--- src/rtl/uart_tx_fifo_module_if.sv ---
// Host/transmitter-side signal bundle for uart_tx_fifo_module.
// master: host logic and transmit control stage (drive writes and TX_Done_Sig, observe status).
// slave : the FIFO/sequencer itself (drives TX_En_Sig/TX_Data and status flags).
interface uart_tx_fifo_if #(
  parameter int ADDR_W = 4
);
  logic              Wr_En_Sig;
  logic [7:0]        Wr_Data;
  logic              TX_Done_Sig;
  logic              TX_En_Sig;
  logic [7:0]        TX_Data;
  logic              Full_Sig;
  logic              Empty_Sig;
  logic [ADDR_W:0]   Count;
  logic              Overflow_Sig;
  logic              Busy_Sig;

  modport master (
    output Wr_En_Sig, Wr_Data, TX_Done_Sig,
    input  TX_En_Sig, TX_Data, Full_Sig, Empty_Sig, Count, Overflow_Sig, Busy_Sig
  );

  modport slave (
    input  Wr_En_Sig, Wr_Data, TX_Done_Sig,
    output TX_En_Sig, TX_Data, Full_Sig, Empty_Sig, Count, Overflow_Sig, Busy_Sig
  );
endinterface

--- src/rtl/uart_tx_fifo_module.sv ---
// Byte FIFO feeding a UART transmit control stage; holds each byte on TX_Data/TX_En_Sig until TX_Done_Sig.
// Latency: write at edge k -> TX_En_Sig/TX_Data valid after edge k+1 (empty FIFO, IDLE); 2 low cycles between frames.
// Ports: CLK, RST (sync, active-high), bus (slave modport). Writes into a full FIFO are dropped and flagged on Overflow_Sig.
module uart_tx_fifo_module #(
  parameter int DEPTH  = 16,
  parameter int ADDR_W = 4
) (
  input  logic           CLK,
  input  logic           RST,
  uart_tx_fifo_if.slave  bus
);

  typedef enum logic [1:0] {
    IDLE = 2'd0,
    SEND = 2'd1,
    GAP  = 2'd2
  } state_t;

  localparam logic [ADDR_W:0] FULL_CNT = (ADDR_W + 1)'(DEPTH);

  state_t            state;
  state_t            state_nxt;
  logic [7:0]        mem [DEPTH];
  logic [ADDR_W-1:0] wr_ptr;
  logic [ADDR_W-1:0] rd_ptr;
  logic [ADDR_W:0]   count;
  logic              tx_en;
  logic [7:0]        tx_data;
  logic              overflow;
  logic              full;
  logic              empty;
  logic              wr_acc;
  logic              pop;

  assign full  = (count == FULL_CNT);
  assign empty = (count == '0);

  // Full is judged on the registered count only, so a pop on the same edge
  // never frees a slot for a write.
  assign wr_acc = bus.Wr_En_Sig && !full;
  assign pop    = (state == IDLE) && !empty;

  always_ff @(posedge CLK) begin
    if (RST) begin
      state <= IDLE;
    end else begin
      state <= state_nxt;
    end
  end

  always_comb begin
    state_nxt = state;
    case (state)
      IDLE:    if (!empty) state_nxt = SEND;
      SEND:    if (bus.TX_Done_Sig) state_nxt = GAP;
      GAP:     state_nxt = IDLE;
      default: state_nxt = IDLE;
    endcase
  end

  // Storage has no reset; pointers and count define what is valid.
  always_ff @(posedge CLK) begin
    if (!RST && wr_acc) begin
      mem[wr_ptr] <= bus.Wr_Data;
    end
  end

  always_ff @(posedge CLK) begin
    if (RST) begin
      wr_ptr   <= '0;
      rd_ptr   <= '0;
      count    <= '0;
      tx_en    <= 1'b0;
      tx_data  <= 8'h00;
      overflow <= 1'b0;
    end else begin
      if (wr_acc) begin
        wr_ptr <= wr_ptr + ADDR_W'(1);
      end
      if (pop) begin
        tx_data <= mem[rd_ptr];
        rd_ptr  <= rd_ptr + ADDR_W'(1);
      end
      case ({wr_acc, pop})
        2'b10:   count <= count + (ADDR_W + 1)'(1);
        2'b01:   count <= count - (ADDR_W + 1)'(1);
        default: count <= count;
      endcase
      // Enable follows the state we are entering, so it is high exactly in SEND.
      tx_en    <= (state_nxt == SEND);
      overflow <= bus.Wr_En_Sig && full;
    end
  end

  assign bus.TX_En_Sig    = tx_en;
  assign bus.TX_Data      = tx_data;
  assign bus.Full_Sig     = full;
  assign bus.Empty_Sig    = empty;
  assign bus.Count        = count;
  assign bus.Overflow_Sig = overflow;
  assign bus.Busy_Sig     = (state != IDLE);

endmodule

--- src/flat_wrapper.sv ---
// flat-port wrapper written by rule: the top's interface ports become plain ports
module uart_tx_fifo_module_flat 
#(
  parameter int DEPTH  = 16,
  parameter int ADDR_W = 4
)
  (CLK, RST, bus_Wr_En_Sig, bus_Wr_Data, bus_TX_Done_Sig, bus_TX_En_Sig, bus_TX_Data, bus_Full_Sig, bus_Empty_Sig, bus_Count, bus_Overflow_Sig, bus_Busy_Sig);
  uart_tx_fifo_if #(.ADDR_W(ADDR_W)) bus_i ();
  input  logic CLK;
  input  logic RST;
  input wire logic [$bits(bus_i.Wr_En_Sig)-1:0] bus_Wr_En_Sig;
  input wire logic [$bits(bus_i.Wr_Data)-1:0] bus_Wr_Data;
  input wire logic [$bits(bus_i.TX_Done_Sig)-1:0] bus_TX_Done_Sig;
  output wire logic [$bits(bus_i.TX_En_Sig)-1:0] bus_TX_En_Sig;
  output wire logic [$bits(bus_i.TX_Data)-1:0] bus_TX_Data;
  output wire logic [$bits(bus_i.Full_Sig)-1:0] bus_Full_Sig;
  output wire logic [$bits(bus_i.Empty_Sig)-1:0] bus_Empty_Sig;
  output wire logic [$bits(bus_i.Count)-1:0] bus_Count;
  output wire logic [$bits(bus_i.Overflow_Sig)-1:0] bus_Overflow_Sig;
  output wire logic [$bits(bus_i.Busy_Sig)-1:0] bus_Busy_Sig;
  assign bus_i.Wr_En_Sig = bus_Wr_En_Sig;
  assign bus_i.Wr_Data = bus_Wr_Data;
  assign bus_i.TX_Done_Sig = bus_TX_Done_Sig;
  assign bus_TX_En_Sig = bus_i.TX_En_Sig;
  assign bus_TX_Data = bus_i.TX_Data;
  assign bus_Full_Sig = bus_i.Full_Sig;
  assign bus_Empty_Sig = bus_i.Empty_Sig;
  assign bus_Count = bus_i.Count;
  assign bus_Overflow_Sig = bus_i.Overflow_Sig;
  assign bus_Busy_Sig = bus_i.Busy_Sig;
  uart_tx_fifo_module #(.DEPTH(DEPTH), .ADDR_W(ADDR_W)) u_core (.CLK(CLK), .RST(RST), .bus(bus_i));
endmodule
--- config.mk ---
export PLATFORM = sky130hd
export DESIGN_NAME = uart_tx_fifo_module_flat
export DESIGN_NICKNAME = d
export VERILOG_FILES = /design/src/rtl/uart_tx_fifo_module_if.sv /design/src/rtl/uart_tx_fifo_module.sv /design/src/flat_wrapper.sv
export SDC_FILE = /design/constraint.sdc
export NUM_CORES = 1
export LEC_CHECK = 0
export BUFFER_PORTS_ARGS = -buffer_cell sky130_fd_sc_hd__buf_4
export CELL_PAD_IN_SITES_DETAIL_PLACEMENT = 1
export CELL_PAD_IN_SITES_GLOBAL_PLACEMENT = 2
export CORE_UTILIZATION = 49
export DETAILED_ROUTE_END_ITERATION = 7
export PLACE_DENSITY_LB_ADDON = 0.15
export REMOVE_ABC_BUFFERS = 1
export SLEW_MARGIN = 20
export SYNTH_ARGS = -nofsm -noshare
export SYNTH_HDL_FRONTEND = slang
export SYNTH_SLANG_ARGS = --single-unit
--- constraint.sdc ---
create_clock -name CLK -period 6.18 [get_ports CLK]
set_clock_uncertainty 0.2 [all_clocks]
set_input_delay 0.618 -clock CLK [delete_from_list [all_inputs] [get_ports CLK]]
set_output_delay 0.618 -clock CLK [all_outputs]
set_load 0.03 [all_outputs]
==> impl_metrics.ini, run 1 <==
[pwr]
power.switching_mw = 0.861
power_leakage_nw = 2.29
vdd_drop_max_uv = 235
power_density_nw_per_um2 = 411
power.total_mw = 2.89
clockPowerShare_pct = 32.9
p_seq_share_pct = 42.8
switching_share_pct = 29.7
intPower_mw = 2.03
p_comb_share_pct = 24.2

[clocking]
cts_tree = built
cts-root-buf = clkbuf_16
numClockSinks = 153
htreeDepth = 4
post_cts_resized = 0
cts_hold_buf = 0
cts_made_buffers = 17
clockBufferDepth = 2
postCtsSetupRepairBufs = 0
clock_latency_ps = 410
path_clk_slew_ps = 60

[floorplan]
core-area_sq_um = 12100
pin_count = 30
die-area_sq_um = 13000
start_util_pct = 50.8
row_count = 40
die_x_microns = 114
die_h_microns = 114

[synthesis]
syn_inst = 382
synth.distinct_cells = 40
synth.avg_cell_area_sq_um = 16.1
async_reset_ff_share_pct = 0
synth_seq_cells = 153
yosys-top-cells-area = edfxtp_1 (63%), dfxtp_1 (8.1%), mux4_2 (5.9%)
synth_commonest_cells = edfxtp_1 (128), nor2_1 (43), mux2i_1 (35)
ys_seq_area_share_pct = 70.7
synth_area_leader_cell = edfxtp_1
synth_ff_type = edfxtp_1
synth.most_common_cell = edfxtp_1
synth_edf_count = 128
netlist_area_sq_um = 6150
ys_warn_count = 0
yosysTopAreaCellShare_pct = 62.5

[routing]
drc = 0
ant_nets = 0
firstDrtPassIters = 4
vias = 3246
drt_iter0_drc = 227
wire_per_inst_microns = 22.0
viasPerCell = 5.50
routed_wl_microns = 13000

[sta]
slew_headroom_pct = 38.6
period_minus_slack_ps = 3660
rsz0062_at_grt = false
finalMaxSlewViolations = 0
finalHoldViolCount = 0
post-route-period-util_pct = 59.2
worst_pin_slew_ps = 916
setup_tns_ps = 0
fin_ws_ps = 2520
finalSetupViolCount = 0
max_freq_mhz = 273

[global_routing]
antenna_found_initial = 0
grt_pass1_vias = 3443
grt_max_degree = 51
overflow = 0
track_usage_pct = 21.7
grt_pass1_wl_microns = 19800

[critical_path]
cp_max_fo = 20
cp_data_required_time_ps = 6280
worstSetupPathType = reg -> reg
critPathLaunchType = flip-flop
endpoint_kind = flip-flop
cp.arrival_ps = 3760

[min_path]
min_path_type = in -> reg

[final_layout]
final.fill_count = 1143
area_delta_synth_final_pct = 14.5
finalNetCount = 430
n_antenna_cell = 0
drive_above_1_share_pct = 20.4

[placement]
place.gp.congestion = 0.810
hpwlAfterDp_microns = 8410
pre_cts_ws_ps = 2560
io_buffers = 29

[flow_run]
maxCapViolations = 0

[outcome]
status = complete, no violations
==> critical path: stages (launching register included) <==
cell and delay (ps):
dfxtp_1 570, inv_1 160, a21boi_2 750, ha_1 490, xor2_1 180, ha_1 160, a21oi_1 70, or3_1 400
a31oi_1 200, mux2_2 350
==> power by group through the flow <==
stage	combinational, mW	sequential (mW)	clock, mW
2_1_floorplan	0.400	1.33	0
3_3_place_gp	0.692	1.26	0
3_5_place_dp	0.707	1.26	0
4_1_cts	0.712	1.24	0.969
5_1_grt	0.764	1.25	1.01
6_report	0.701	1.24	0.954
==> per-stage QoR <==
step	instance area [sq um]	util (%)	instances	hold WS, ps
5_1_grt	7040	58.1	590	315
6_report	7040	58.1	590	301
3_5_place_dp	6490	53.6	559	307
3_3_place_gp	6480	53.5	559	278
2_1_floorplan	6030	-	359	265
4_1_cts	7030	58.1	590	295
==> metal layers <==
layer | track usage [%] | part of all wire, % | vias to the layer above
met5 | 0 | 0 | -
met4 | 8.05 | 1.5 | 0
met3 | 4.36 | 4.9 | 14
met2 | 35.7 | 49 | 72
met1 | 28.7 | 45 | 1626
li1 | - | - | 1534
==> registers in the layout, indices dropped and copies added (netlist names) <==
| signal | count |
|---|---|
| u_core.bus.Count | 5 |
| u_core.mem | 128 |
| u_core.bus.Overflow_Sig | 1 |
| u_core.bus.TX_En_Sig | 1 |
| u_core.wr_ptr | 4 |
| u_core.rd_ptr | 4 |
| u_core.bus.TX_Data | 8 |
| u_core.state | 2 |
==> layout by cell type, fill, tap and decap left out, types with 5 or more instances in the layout <==
| cell type | synthesis | routed |
|---|---|---|
| mux4_2 | 16 | 16 |
| inv_1 | 7 | 7 |
| a22oi_1 | 10 | 10 |
| o22ai_1 | 17 | 17 |
| ha_1 | 8 | 8 |
| nand2_1 | 8 | 8 |
| nor2_1 | 43 | 43 |
| xor2_1 | 6 | 6 |
| a311oi_1 | 8 | 8 |
| clkbuf_16 | 0 | 17 |
| clkinv_1 | 0 | 5 |
| edfxtp_1 | 128 | 128 |
| nor3_1 | 9 | 6 |
| mux2i_1 | 35 | 35 |
| dfxtp_1 | 25 | 24 |
| buf_4 | 1 | 32 |
| nor2b_1 | 5 | 5 |
==> logic make-up after synthesis <==
logic type	count (synthesis)	share of synthesized area, %
compound gates	50	6.02
xor+xnor	9	1.28
fa+ha+maj	8	1.63
mux	53	11.9
flops	153	70.7
simple gates	79	6.13
buf+inv	30	2.36
==> path summary, 6_finish.rpt <==
check,depth (start not counted),endpoint,slack (ps),from
max,9,u_core.bus.Count[4],2520,u_core.bus.Count[4]
min,3,u_core.state[1],300,bus_TX_Done_Sig
max reg2reg,9,u_core.bus.Count[4],2520,u_core.bus.Count[4]
min reg2reg,1,u_core.state[0],310,u_core.state[1]
==> cell type report <==
cell class	instances	area, sq um	share of cell area [%]
multi-input cells	199	1670	23.8
repair buffers	32	240	3.41
flip-flops and latches	153	4350	61.7
well taps	168	210	2.99
inverters	7	26.3	0.373
clock buffers	19	433	6.15
clock inverters	12	109	1.55
No activity file was read; power rests on OpenSTA's default activity.
==> inputs of run 2 (changes only) <==
--- a/config.mk
+++ b/config.mk
@@ -8,7 +8,7 @@
 export BUFFER_PORTS_ARGS = -buffer_cell sky130_fd_sc_hd__buf_4
 export CELL_PAD_IN_SITES_DETAIL_PLACEMENT = 1
 export CELL_PAD_IN_SITES_GLOBAL_PLACEMENT = 2
-export CORE_UTILIZATION = 49
+export CORE_UTILIZATION = 45
 export DETAILED_ROUTE_END_ITERATION = 7
 export PLACE_DENSITY_LB_ADDON = 0.15
 export REMOVE_ABC_BUFFERS = 1
==> constraint.sdc (replaced) <==
create_clock -name CLK -period 3.7 [get_ports CLK]
set_clock_uncertainty 0.2 [all_clocks]
set_input_delay 0.37 -clock CLK [delete_from_list [all_inputs] [get_ports CLK]]
set_output_delay 0.37 -clock CLK [all_outputs]
set_load 0.03 [all_outputs]
==> run 2 against run 1 <==
Compared with the run above: routed wire length rose by 1.3%; global-route usage fell by 1.4 points; sequential power rose by 67%; total power rose by 64%; via count rose by 2.7%; count of clock-buffer cells in the layout did not move; combinational power rose by 67%; sequential share of layout area rose by 0.077 points; utilization fell by 5.2 points; critical path depth rose by 1; non-clock buffer count rose by 6; final cell count rose by 1.7%; critical path type unchanged; largest cell class unchanged.
==> impl_metrics.ini, run 2 (synthesis results as in run 1) <==
[outcome]
status = complete, no violations

[final_layout]
finalNetCount = 436
top_register = u_core.mem
post-route-util_pct = 52.9
area_delta_synth_final_pct = 14.3
drive_above_1_share_pct = 20.3
final_cell_mix = edfxtp_1 (128), nor2_1 (43), buf_4 (38)
n_antenna_cell = 0
largest_reg_flops = 128
mostFrequentLayoutCell = edfxtp_1

[clocking]
numClockSinks = 153
cts_tree = built
cts_made_buffers = 17
cts-root-buf = clkbuf_16
cts_hold_buf = 0
postCtsSetupRepairBufs = 0
htreeDepth = 4
post_cts_resized = 0
clock_latency_ps = 420
clockBufferDepth = 2
path_clk_slew_ps = 50

[floorplan]
die_h_microns = 119
start_util_pct = 46.2
core-area_sq_um = 13300
die_x_microns = 119
die-area_sq_um = 14100
row_count = 42
pin_count = 30

[sta]
rsz0062_at_grt = false
setup_tns_ps = 0
max_freq_mhz = 321
worst_pin_slew_ps = 816
period_minus_slack_ps = 3110
finalHoldViolCount = 0
slew_headroom_pct = 45.4
finalMaxSlewViolations = 0
fin_ws_ps = 586
finalSetupViolCount = 0
post-route-period-util_pct = 84.2

[routing]
wire_per_inst_microns = 21.9
firstDrtPassIters = 4
drc = 0
routed_wl_microns = 13200
viasPerCell = 5.56
ant_nets = 0
vias = 3334
drt_iter0_drc = 172

[placement]
pre_cts_ws_ps = 574
hpwlAfterDp_microns = 8460
io_buffers = 29
place.gp.congestion = 0.740

[global_routing]
overflow = 0
track_usage_pct = 20.3
grt_pass1_vias = 3461
antenna_found_initial = 0
grt_max_degree = 29
grt_pass1_wl_microns = 20400

[critical_path]
startpoint = u_core.bus.Count[0]
endpoint_kind = flip-flop
r2r_cells = 10
worstSetupPathType = reg -> reg
reg2reg_from = u_core.bus.Count[0]
cp.arrival_ps = 3210
r2r_end = u_core.bus.Count[4]
reg2reg_slack_ps = 590
critPathLaunchType = flip-flop
cp_max_fo = 9
cp_data_required_time_ps = 3800

[min_path]
worstHoldStart = bus_TX_Done_Sig
whs_path_depth = 3
min_to = u_core.state[1]
min_path_type = in -> reg

[flow_run]
maxCapViolations = 0

[pwr]
power_density_nw_per_um2 = 675
power_leakage_nw = 2.29
vdd_drop_max_uv = 310
==> run 2: cell types whose count changed in the layout (fill, tap and decap cells not counted), sizes merged <==
cell	previous run	this run
buf	32	38
bufinv	2	1
clkinv	8	7
clkinvlp	2	0
==> run 2: how the worst max path moves through the flow <==
stage	to
floorplan	u_core.bus.Count[4]
global placement	u_core.bus.Count[4]
detailed placement	u_core.bus.Count[4]
CTS	u_core.bus.Count[4]
global route	u_core.bus.Count[4]
finish	u_core.bus.Count[4]
==> run 2: critical path, stage by stage, from the launching register on <==
cell and delay, ps:
dfxtp_1 400, nor4_4 450, a21oi_1 210, inv_1 120
ha_1 350, xor2_1 180, ha_1 160, a21oi_1 60
or3_1 370, a31oi_1 170, mux2_2 340
==> run 2: stage by stage <==
stage / cells / hold slack, ps / total power [mW] / instance area, sq um
4_1_cts: 600 / 1.07 / 4.80 / 7030
6_report: 600 / 24.9 / 4.74 / 7030
5_1_grt: 600 / 21.9 / 4.97 / 7030
2_1_floorplan: 359 / 239 / 2.89 / 6030
3_5_place_dp: 573 / 294 / 3.30 / 6540
3_3_place_gp: 573 / 284 / 3.28 / 6540
==> run 2: metal layers <==
metal  wire [microns]  global-route usage (%)
met5                0                       0
met4              308                    10.0
met3              407                    3.78
met2             6310                    31.0
met1             6140                    28.1
==> run 2: power breakdown <==
group / internal [mW] / leakage [nW] / total, mW / switching (mW)
sequential: 1.97 / 1.36 / 2.07 / 0.109
combinational: 0.473 / 0.688 / 1.17 / 0.698
clock: 0.890 / 0.244 / 1.50 / 0.607
==> run 2: final cells by class <==
| cell class | count | area (sq um) |
|---|---|---|
| inverters | 7 | 26.3 |
| clock inverters | 8 | 60.1 |
| clock buffers | 19 | 433 |
| multi-input cells | 199 | 1660 |
| fillers | 1252 | 6270 |
| flip-flops and latches | 153 | 4350 |
| well taps | 176 | 220 |
| repair buffers | 38 | 285 |
==> inputs of run 3 (changes only) <==
--- a/config.mk
+++ b/config.mk
@@ -8,7 +8,7 @@
 export BUFFER_PORTS_ARGS = -buffer_cell sky130_fd_sc_hd__buf_4
 export CELL_PAD_IN_SITES_DETAIL_PLACEMENT = 1
 export CELL_PAD_IN_SITES_GLOBAL_PLACEMENT = 2
-export CORE_UTILIZATION = 45
+export CORE_UTILIZATION = 41
 export DETAILED_ROUTE_END_ITERATION = 7
 export PLACE_DENSITY_LB_ADDON = 0.15
 export REMOVE_ABC_BUFFERS = 1
==> constraint.sdc (replaced) <==
create_clock -name CLK -period 2.8 [get_ports CLK]
set_clock_uncertainty 0.2 [all_clocks]
set_input_delay 0.28 -clock CLK [delete_from_list [all_inputs] [get_ports CLK]]
set_output_delay 0.28 -clock CLK [all_outputs]
set_load 0.03 [all_outputs]
==> run 3 against run 2 <==
Compared with the run above: critical path depth stayed put; non-clock buffer count is 31 higher; worst hold slack worse by 23 ps; first-iteration DRC count is 20% higher; final cell count is 7.3% higher; sequential power is 31% higher; sequential share of layout area is 3.3 points lower; total power is 44% higher; sequential cell count stayed put; largest power group unchanged; clock power is 57% higher.
==> impl_metrics.ini, run 3 (synthesis results as in run 1) <==
[final_layout]
final_cell_mix = edfxtp_1 (128), buf_4 (62), nor2_1 (43)
mostFrequentLayoutCell = edfxtp_1
largest_reg_flops = 128
post-route-util_pct = 50.9
finalNetCount = 467
n_antenna_cell = 0
top_register = u_core.mem
area_delta_synth_final_pct = 20.8
final.fill_count = 1417
drive_above_1_share_pct = 26.7
fin_area_sq_um = 7430

[critical_path]
worstSetupPathType = reg -> reg
critPathLaunchType = flip-flop
r2r_cells = 10
cp_data_required_time_ps = 2910
endpoint_kind = flip-flop
cp.arrival_ps = 2810
cp_max_fo = 3

[min_path]
whs_path_depth = 1
min_path_type = in -> reg

[floorplan]
start_util_pct = 42.1
die_x_microns = 124
die-area_sq_um = 15500
row_count = 44
die_h_microns = 124
core-area_sq_um = 14600
pin_count = 30

[clocking]
htreeDepth = 4
path_clk_slew_ps = 60
cts_tree = built
clock_latency_ps = 420
cts-root-buf = clkbuf_16
clockBufferDepth = 2
cts_made_buffers = 17
numClockSinks = 153

[global_routing]
grt_pass1_vias = 3562
busiest_layer = met2
grt_max_degree = 35
antenna_found_initial = 0
grt_util_met3_pct = 5.15
met1_usage_pct = 26.1
grt_pass1_wl_microns = 21500
met2_usage_pct = 30.0
overflow = 0
track_usage_pct = 19.2

[pwr]
vdd_drop_max_uv = 474
power_leakage_nw = 2.49
power_density_nw_per_um2 = 917

[routing]
routed_wl_microns = 13800
drc = 0
drt_iter0_drc = 207
ant_nets = 0
vias = 3448
firstDrtPassIters = 4
viasPerCell = 5.35
wire_per_inst_microns = 21.5

[placement]
hpwlAfterDp_microns = 8940
io_buffers = 29
place.gp.congestion = 0.754
dpl_cell_area_sq_um = 6710

[sta]
finalMaxSlewViolations = 0
finalSetupViolCount = 0
post-route-period-util_pct = 96.5
worst_pin_slew_ps = 786
finalHoldViolCount = 0
period_minus_slack_ps = 2700
max_freq_mhz = 370
slew_headroom_pct = 47.5

[flow_run]
maxCapViolations = 0

[outcome]
status = complete, no violations
[run 3: repair_timing]
action | 4_1_cts | 5_1_grt
hold buffers | 7 | 0
cloned | 0 | 0
gates resized for setup | 0 | 6
hold endpoints to repair | 67 | 0
setup endpoints to repair | 1 | 1
buffers inserted | 1 | 1
pin swaps | 1 | 5
[run 3: worst paths after layout]
kind                    startpoint                     to  slack [ps]
max            u_core.bus.Count[0]    u_core.bus.Count[4]         100
min                 bus_Wr_Data[3]       u_core.mem[8][3]           2
max reg2reg    u_core.bus.Count[0]    u_core.bus.Count[4]         100
min reg2reg  u_core.bus.TX_Data[6]  u_core.bus.TX_Data[6]         310
[run 3: layout make-up]
class	instances	area (sq um)	area share [%]
tap	184	230	3.10
sequential	153	4350	58.5
clock inverter	7	118	1.58
inverter	7	26.3	0.354
clock buffer	25	495	6.67
multi-input combinational	199	1670	22.5
timing repair buffer	69	536	7.21
[run 3: critical path, cell delays in order (launching register included)]
cell,delay (ps)
dfxtp_1,330
nor4_4,380
a21oi_2,120
inv_2,80
ha_2,180
xor2_1,150
ha_2,180
a21oi_1,60
or3_1,330
a31oi_2,220
mux2_2,350
[run 3: per-stage QoR]
stage | setup WS (ps) | power [mW] | hold slack, ps | setup TNS [ps] | instances
CTS | 10.4 | 6.87 | 0.500 | 0 | 643
finish | 97.5 | 6.81 | 1.73 | 0 | 644
global placement | 59.3 | 4.45 | 281 | 0 | 603
global route | -6.53 | 7.12 | 5.86 | -6.53 | 644
floorplan | -573 | 3.82 | 149 | -921 | 359
detailed placement | -13.8 | 4.49 | 311 | -13.8 | 603
[run 3: layer usage]
metal	vias up	share of wire, %
met3	14	3.8
li1	1609	-
met5	-	0
met2	69	48
met1	1756	47
met4	0	1.2
[run 3: power breakdown]
part           leakage, nW  switching, mW  internal (mW)
registers             1.36          0.116           2.60
clock network        0.290          0.855           1.50
logic                0.838           1.01          0.740
